<file path="config.mk">
export PLATFORM = sky130hd
export DESIGN_NAME = mem_arbiter
export DESIGN_NICKNAME = d
export VERILOG_FILES = /design/src/rtl/mem_pkg.sv /design/src/rtl/rr_arb2.sv /design/src/rtl/mem_arbiter.sv
export SDC_FILE = /design/constraint.sdc
export NUM_CORES = 1
export LEC_CHECK = 0
export CORE_ASPECT_RATIO = 1.75
export CORE_MARGIN = 2
export CORE_UTILIZATION = 45
export CTS_CLUSTER_DIAMETER = 80
export DETAILED_ROUTE_END_ITERATION = 7
export GPL_ROUTABILITY_DRIVEN = 1
export HOLD_SLACK_MARGIN = 0.08
export PLACE_DENSITY = 0.85
export SYNTH_ARGS = -nofsm -noshare
export SYNTH_HDL_FRONTEND = slang
export SYNTH_SLANG_ARGS = --single-unit
export TNS_END_PERCENT = 10
</file>
<file path="constraint.sdc">
create_clock -name clk -period 14.2 [get_ports clk]
set_input_delay 4.26 -clock clk [delete_from_list [all_inputs] [get_ports clk]]
set_output_delay 4.26 -clock clk [all_outputs]
set_load 0.01 [all_outputs]
</file>
<file path="src/rtl/mem_pkg.sv">
// Shared definitions for the two-port memory arbiter: FSM encoding,
// default wait budget and round-robin pointer value.
package mem_pkg;

  typedef enum logic [1:0] {
    IDLE   = 2'd0,
    BUSY_I = 2'd1,
    BUSY_D = 2'd2
  } state_t;

  localparam int   TIMEOUT_DEFAULT = 15;
  localparam logic LAST_I          = 1'b0;

endpackage

</file>
<file path="src/rtl/rr_arb2.sv">
// Two-way round-robin grant, purely combinational; bit 0 = fetch, bit 1 = data.
// A contested request goes to the port that did not win most recently.
module rr_arb2 (
  input  logic [1:0] req,
  input  logic       last,
  output logic [1:0] gnt
);

  always_comb begin
    gnt = req;
    if (req == 2'b11) gnt = last ? 2'b01 : 2'b10;
  end

endmodule

</file>
<file path="src/rtl/mem_arbiter.sv">
// Arbitrates fetch and load/store ports onto one memory port, one access at a time.
// mem_req follows a grant by one cycle; ack/err pulse combinationally with mem_ack or timeout.
module mem_arbiter
  import mem_pkg::*;
#(
  parameter int ADDR_WIDTH = 32,
  parameter int DATA_WIDTH = 32,
  parameter int TIMEOUT    = TIMEOUT_DEFAULT
) (
  input  logic                    clk,
  input  logic                    reset,
  input  logic                    i_req,
  input  logic [ADDR_WIDTH-1:0]   i_addr,
  output logic                    i_ack,
  output logic                    i_err,
  output logic [DATA_WIDTH-1:0]   i_rdata,
  input  logic                    d_req,
  input  logic                    d_we,
  input  logic [ADDR_WIDTH-1:0]   d_addr,
  input  logic [DATA_WIDTH-1:0]   d_wdata,
  input  logic [DATA_WIDTH/8-1:0] d_wstrb,
  output logic                    d_ack,
  output logic                    d_err,
  output logic [DATA_WIDTH-1:0]   d_rdata,
  output logic                    mem_req,
  output logic                    mem_we,
  output logic [ADDR_WIDTH-1:0]   mem_addr,
  output logic [DATA_WIDTH-1:0]   mem_wdata,
  output logic [DATA_WIDTH/8-1:0] mem_wstrb,
  input  logic                    mem_ack,
  input  logic [DATA_WIDTH-1:0]   mem_rdata
);

  localparam int CW = $clog2(TIMEOUT + 1);

  state_t                state, state_nxt;
  logic                  last;
  logic [1:0]            gnt;
  logic [CW-1:0]         wait_cnt;
  logic                  grant;
  logic                  timeout;
  logic [DATA_WIDTH-1:0] i_rdata_q, d_rdata_q;

  rr_arb2 u_rr (
    .req  ({d_req, i_req}),
    .last (last),
    .gnt  (gnt)
  );

  assign grant   = (state == IDLE) && (gnt != 2'b00);
  assign timeout = (wait_cnt == CW'(TIMEOUT));
  assign mem_req = (state != IDLE);

  always_ff @(posedge clk or posedge reset) begin
    if (reset) state <= IDLE;
    else       state <= state_nxt;
  end

  // mem_ack wins over a timeout landing in the same cycle
  always_comb begin
    state_nxt = state;
    i_ack     = 1'b0;
    d_ack     = 1'b0;
    i_err     = 1'b0;
    d_err     = 1'b0;
    case (state)
      IDLE: begin
        if (gnt[1])      state_nxt = BUSY_D;
        else if (gnt[0]) state_nxt = BUSY_I;
      end
      BUSY_I: begin
        if (mem_ack) begin
          i_ack     = 1'b1;
          state_nxt = IDLE;
        end else if (timeout) begin
          i_err     = 1'b1;
          state_nxt = IDLE;
        end
      end
      BUSY_D: begin
        if (mem_ack) begin
          d_ack     = 1'b1;
          state_nxt = IDLE;
        end else if (timeout) begin
          d_err     = 1'b1;
          state_nxt = IDLE;
        end
      end
      default: state_nxt = IDLE;
    endcase
  end

  // Request fields are captured once at grant; the memory side is zeroed again when idle.
  always_ff @(posedge clk or posedge reset) begin
    if (reset) begin
      last      <= LAST_I;
      wait_cnt  <= '0;
      mem_we    <= 1'b0;
      mem_addr  <= '0;
      mem_wdata <= '0;
      mem_wstrb <= '0;
    end else if (grant) begin
      last     <= gnt[1];
      wait_cnt <= '0;
      if (gnt[1]) begin
        mem_we    <= d_we;
        mem_addr  <= d_addr;
        mem_wdata <= d_wdata;
        mem_wstrb <= d_wstrb;
      end else begin
        mem_we    <= 1'b0;
        mem_addr  <= i_addr;
        mem_wdata <= '0;
        mem_wstrb <= '0;
      end
    end else if (state != IDLE) begin
      if (state_nxt == IDLE) begin
        wait_cnt  <= '0;
        mem_we    <= 1'b0;
        mem_addr  <= '0;
        mem_wdata <= '0;
        mem_wstrb <= '0;
      end else begin
        wait_cnt <= wait_cnt + 1'b1;
      end
    end
  end

  always_ff @(posedge clk or posedge reset) begin
    if (reset) begin
      i_rdata_q <= '0;
      d_rdata_q <= '0;
    end else begin
      if (i_ack) i_rdata_q <= mem_rdata;
      if (d_ack) d_rdata_q <= mem_rdata;
    end
  end

  assign i_rdata = i_ack ? mem_rdata : i_rdata_q;
  assign d_rdata = d_ack ? mem_rdata : d_rdata_q;

endmodule
</file>
==> results.txt <==
----------------------------------------------------
[Pwr]
  Power per cell area ... 199 nW/um2
  Share of power burned in registers ... 33.2%
  Comb power frac ... 45.1%
  Peak supply drop ... 171 uV
  Static power due to leakage ... 4.21 nW
  Clock network fraction of total power ... 21.7%
  Net switching fraction of the power ... 33.1%
  Internal power component ... 0.00127 W
  Power dissipated by switching net loads ... 0.000631 W

[Run]
  Total of max-cap violations ... 0

[Setup path]
  Element type at the critical path start ... primary input
  Critical path endpoint category ... output pin
  Data required, critical path ... 9.94 ns
  Worst Reg-to-Reg Cells ... 8
  Reg2Reg Capture Point ... mem_wdata[10]
  CP cell instances ... clkdlybuf4s50_1 -> nand2_1 -> buf_4 -> mux2_2 -> clkdlybuf4s50_1
  Worst reg-to-reg setup slack ... 11.12 ns
  Data arrival time of the critical path ... 6.15 ns
  Slowest cell on crit path ... sky130_fd_sc_hd__clkdlybuf4s50_1
  Largest stage delay on the critical path ... 0.52 ns
  Reg2Reg Launch Point ... state[0]
  Most used cell, CP ... sky130_fd_sc_hd__clkdlybuf4s50_1
  Buffers & Inverters on Critical Path ... 3
  Count of cell instances traversed by the critical path ... 5
  Crit path max fanout ... 33
  Delay-heaviest family, CP ... buffers and inverters
  Crit path kind ... in -> out

[Synth]
  Cell area after synthesis ... 6170 um2
  Synth warn ... 0
  Post-synthesis area per instance ... 11.9 um2
  Syn Inst Count ... 520
  Netlist cell types ... 28
  Flop and latch count out of synthesis ... 140
  Sequential share of the synthesized area ... 56.8%
  Synthesized net count ... 663

[Final layout]
  Leading cell type in the layout, fill and taps excluded ... sky130_fd_sc_hd__clkdlybuf4s50_1
  Fraction of layout instances using a drive strength above 1 ... 13.7%
  Number of diodes ... 0
  Final design area excluding fillers ... 9560 um2
  Filler Cell Count ... 969
  Fin nets ... 924
  Most frequent cells in the layout ... 274 x sky130_fd_sc_hd__clkdlybuf4s50_1, 140 x sky130_fd_sc_hd__dfrtp_1, 69 x sky130_fd_sc_hd__nand2_1, 65 x sky130_fd_sc_hd__mux2_2, 39 x sky130_fd_sc_hd__a22o_1
  Total area of multi-input combinational cells ... 2430 um2
  Total area of sequential cells ... 3500 um2
  P&R area growth vs syn ... 54.9%

[STA]
  Max-slew violations ... 0
  Clk_skew ... 0.00906 ns
  Max transition margin ... 13.5%
  Total Neg Setup Slack ... 0 ns
  Time the final worst path needs with I/O delays and setup ... 10.41 ns
  Pin slew with the least headroom to its limit ... 1.30 ns
  Final worst-path cycle share ... 73.3%
  Highest clock frequency the design can meet ... 0.0961 GHz
  Hold violation total from the final report ... 0
  Unrepaired setup endpoints after global routing ... no
  Setup Viol. Count Final ... 0
  Min setup slack post-route ... 3.79 ns

[Floorplanning]
  Vertical die dimension ... 159 um
  Initial core utilization ... 46.1%
  Full die area ... 14700 um2
  Placeable Area ... 13400 um2
  Number of cell rows ... 56
  Die width ... 92.5 um
  # IOs ... 276

[Hold path]
  Capture endpoint of the worst hold path ... i_rdata_q[11]
  Min-delay src ... i_rdata_q[11]
  Hold Path Stages ... 1
  Type of the most critical hold path ... reg -> reg

[Routing]
  Routed wirelength normalized by instance count ... 19.2 um
  Vias per Instance ... 5.38
  Initial drt markers ... 230
  DRC ... 0
  Vias ... 5209
  Post-DRT Antenna Nets ... 0
  Router iterations before antenna repair ... 5
  DRT Wirelength ... 18600 um

[Global route]
  Overflow left after global routing ... 0
  Initial antenna violation count ... 0
  Overall Global Routing Usage ... 25.8%
  Number of global-route vias before repair ... 5617
  First-pass GRT wire length ... 29600 um
  Maximum number of pins on one net before global-route repair ... 86

[CTS]
  Total clock sinks ... 140
  Clock transition at the registers of the reported paths ... 0.06 ns
  Total setup buffers inserted after CTS ... 0
  Cell chosen for the clock root ... sky130_fd_sc_hd__clkbuf_16
  Clock tree from TritonCTS ... done
  CTS hold repair buffers ... 0
  Maximum root-to-sink buffer count ... 2
  H-tree levels ... 4
  # resized after CTS ... 0
  Total clock buffers created by CTS ... 17
  Later-pin clock latency in the skew report ... 0.41 ns

[Outcome]
  Status ... complete, no violations

[Placement]
  Input/output buffers ... 275
  Placed Area ... 9000 um2
  Worst slack after detailed placement ... 3.79 ns
  DP HPWL ... 13200 um
  Placer's final routability congestion estimate ... 0.805

----------------------------------------------------
[synthesized netlist by cell type]
master / n / area, um2
sky130_fd_sc_hd__nor2_1: 3 / 11.3
sky130_fd_sc_hd__a21oi_1: 4 / 20.0
sky130_fd_sc_hd__a22o_1: 39 / 342
sky130_fd_sc_hd__clkbuf_1: 13 / 48.8
sky130_fd_sc_hd__nand3_2: 1 / 10.0
sky130_fd_sc_hd__inv_1: 8 / 30.0
sky130_fd_sc_hd__and4bb_1: 1 / 12.5
sky130_fd_sc_hd__nor3_2: 1 / 10.0
sky130_fd_sc_hd__ha_1: 5 / 62.6
sky130_fd_sc_hd__a31oi_1: 2 / 12.5
sky130_fd_sc_hd__nand2b_1: 2 / 12.5
sky130_fd_sc_hd__buf_4: 1 / 7.51
sky130_fd_sc_hd__dfrtp_1: 140 / 3500
sky130_fd_sc_hd__buf_2: 17 / 85.1
sky130_fd_sc_hd__nor3_1: 1 / 5.00
sky130_fd_sc_hd__or2_1: 1 / 6.26
sky130_fd_sc_hd__o21ai_0: 33 / 165
sky130_fd_sc_hd__nor3b_1: 2 / 15.0
sky130_fd_sc_hd__buf_6: 3 / 33.8
sky130_fd_sc_hd__nand3_1: 33 / 165
sky130_fd_sc_hd__xnor2_1: 1 / 8.76
sky130_fd_sc_hd__mux2i_1: 33 / 330
sky130_fd_sc_hd__and3_1: 1 / 6.26
sky130_fd_sc_hd__nand2_1: 69 / 259
sky130_fd_sc_hd__a22oi_1: 32 / 240
sky130_fd_sc_hd__buf_1: 8 / 30.0
sky130_fd_sc_hd__mux2_2: 65 / 732
sky130_fd_sc_hd__nor2b_1: 1 / 6.26
[layout make-up]
cell class                      instances  share of cell area, %
Clock buffer                           22                   4.96
Clock inverter                         10                  0.851
Inverter                                8                  0.366
Multi-Input combinational cell        330                   25.5
Sequential cell                       140                   36.6
Tap cell                              174                   2.28
Timing Repair Buffer                  284                   29.4
[per-layer routing]
metal	wire length, um	share of wire [%]	global-route usage [%]
met5	0	0	0
met1	6640	36	29.2
met2	10100	54	45.3
met4	773	4.2	12.2
met3	1080	5.8	5.79
[through the flow]
stage | util (%) | cells | hold slack (ns) | total power (W)
finish | 71.4 | 968 | 0.492 | 0.00191
detailed placement | 67.3 | 936 | 0.481 | 0.00150
floorplan | - | 520 | 0.489 | 0.00103
global placement | 67.3 | 936 | 0.477 | 0.00146
global route | 71.4 | 968 | 0.510 | 0.00201
CTS | 71.4 | 968 | 0.495 | 0.00192
[state kept, by name, summed over array words and instances (netlist names)]
register / count
mem_addr: 32
mem_we: 1
last: 1
mem_wstrb: 4
mem_wdata: 32
d_rdata_q: 32
i_rdata_q: 32
state: 2
wait_cnt: 4
[worst max-delay path by stage]
stage	end	slack (ns)	startpoint
2_1_floorplan	d_rdata[10]	4.78	mem_ack
5_1_grt	d_rdata[14]	3.71	mem_ack
3_5_place_dp	d_rdata[14]	3.79	mem_ack
6_report	d_rdata[14]	3.79	mem_ack
4_1_cts	d_rdata[14]	3.78	mem_ack
3_3_place_gp	i_rdata[26]	3.81	mem_ack
[power groups by stage]
stage                     registers (W)  clock network (W)  logic (W)
after floorplan                0.000650                  0   0.000377
after global placement         0.000626                  0   0.000837
after detailed placement       0.000639                  0   0.000860
after CTS                      0.000633           0.000421   0.000867
after global routing           0.000651           0.000438   0.000918
final                          0.000633           0.000413   0.000859
[logic make-up (layout without fill, tap and decap cells)]
| group | after synthesis | in the layout | synth area share, % |
|---|---|---|---|
| AOI/OAI and AO/OA | 110 | 110 | 12.6 |
| xor gates and xnor gates | 1 | 1 | 0.142 |
| adders and majority gates | 5 | 5 | 1.01 |
| buffers and inverters | 50 | 324 | 3.81 |
| DFF | 140 | 140 | 56.8 |
| muxes | 98 | 98 | 17.2 |
| and+or+nand+nor | 116 | 116 | 8.41 |
(Power assumes the default switching activity.)
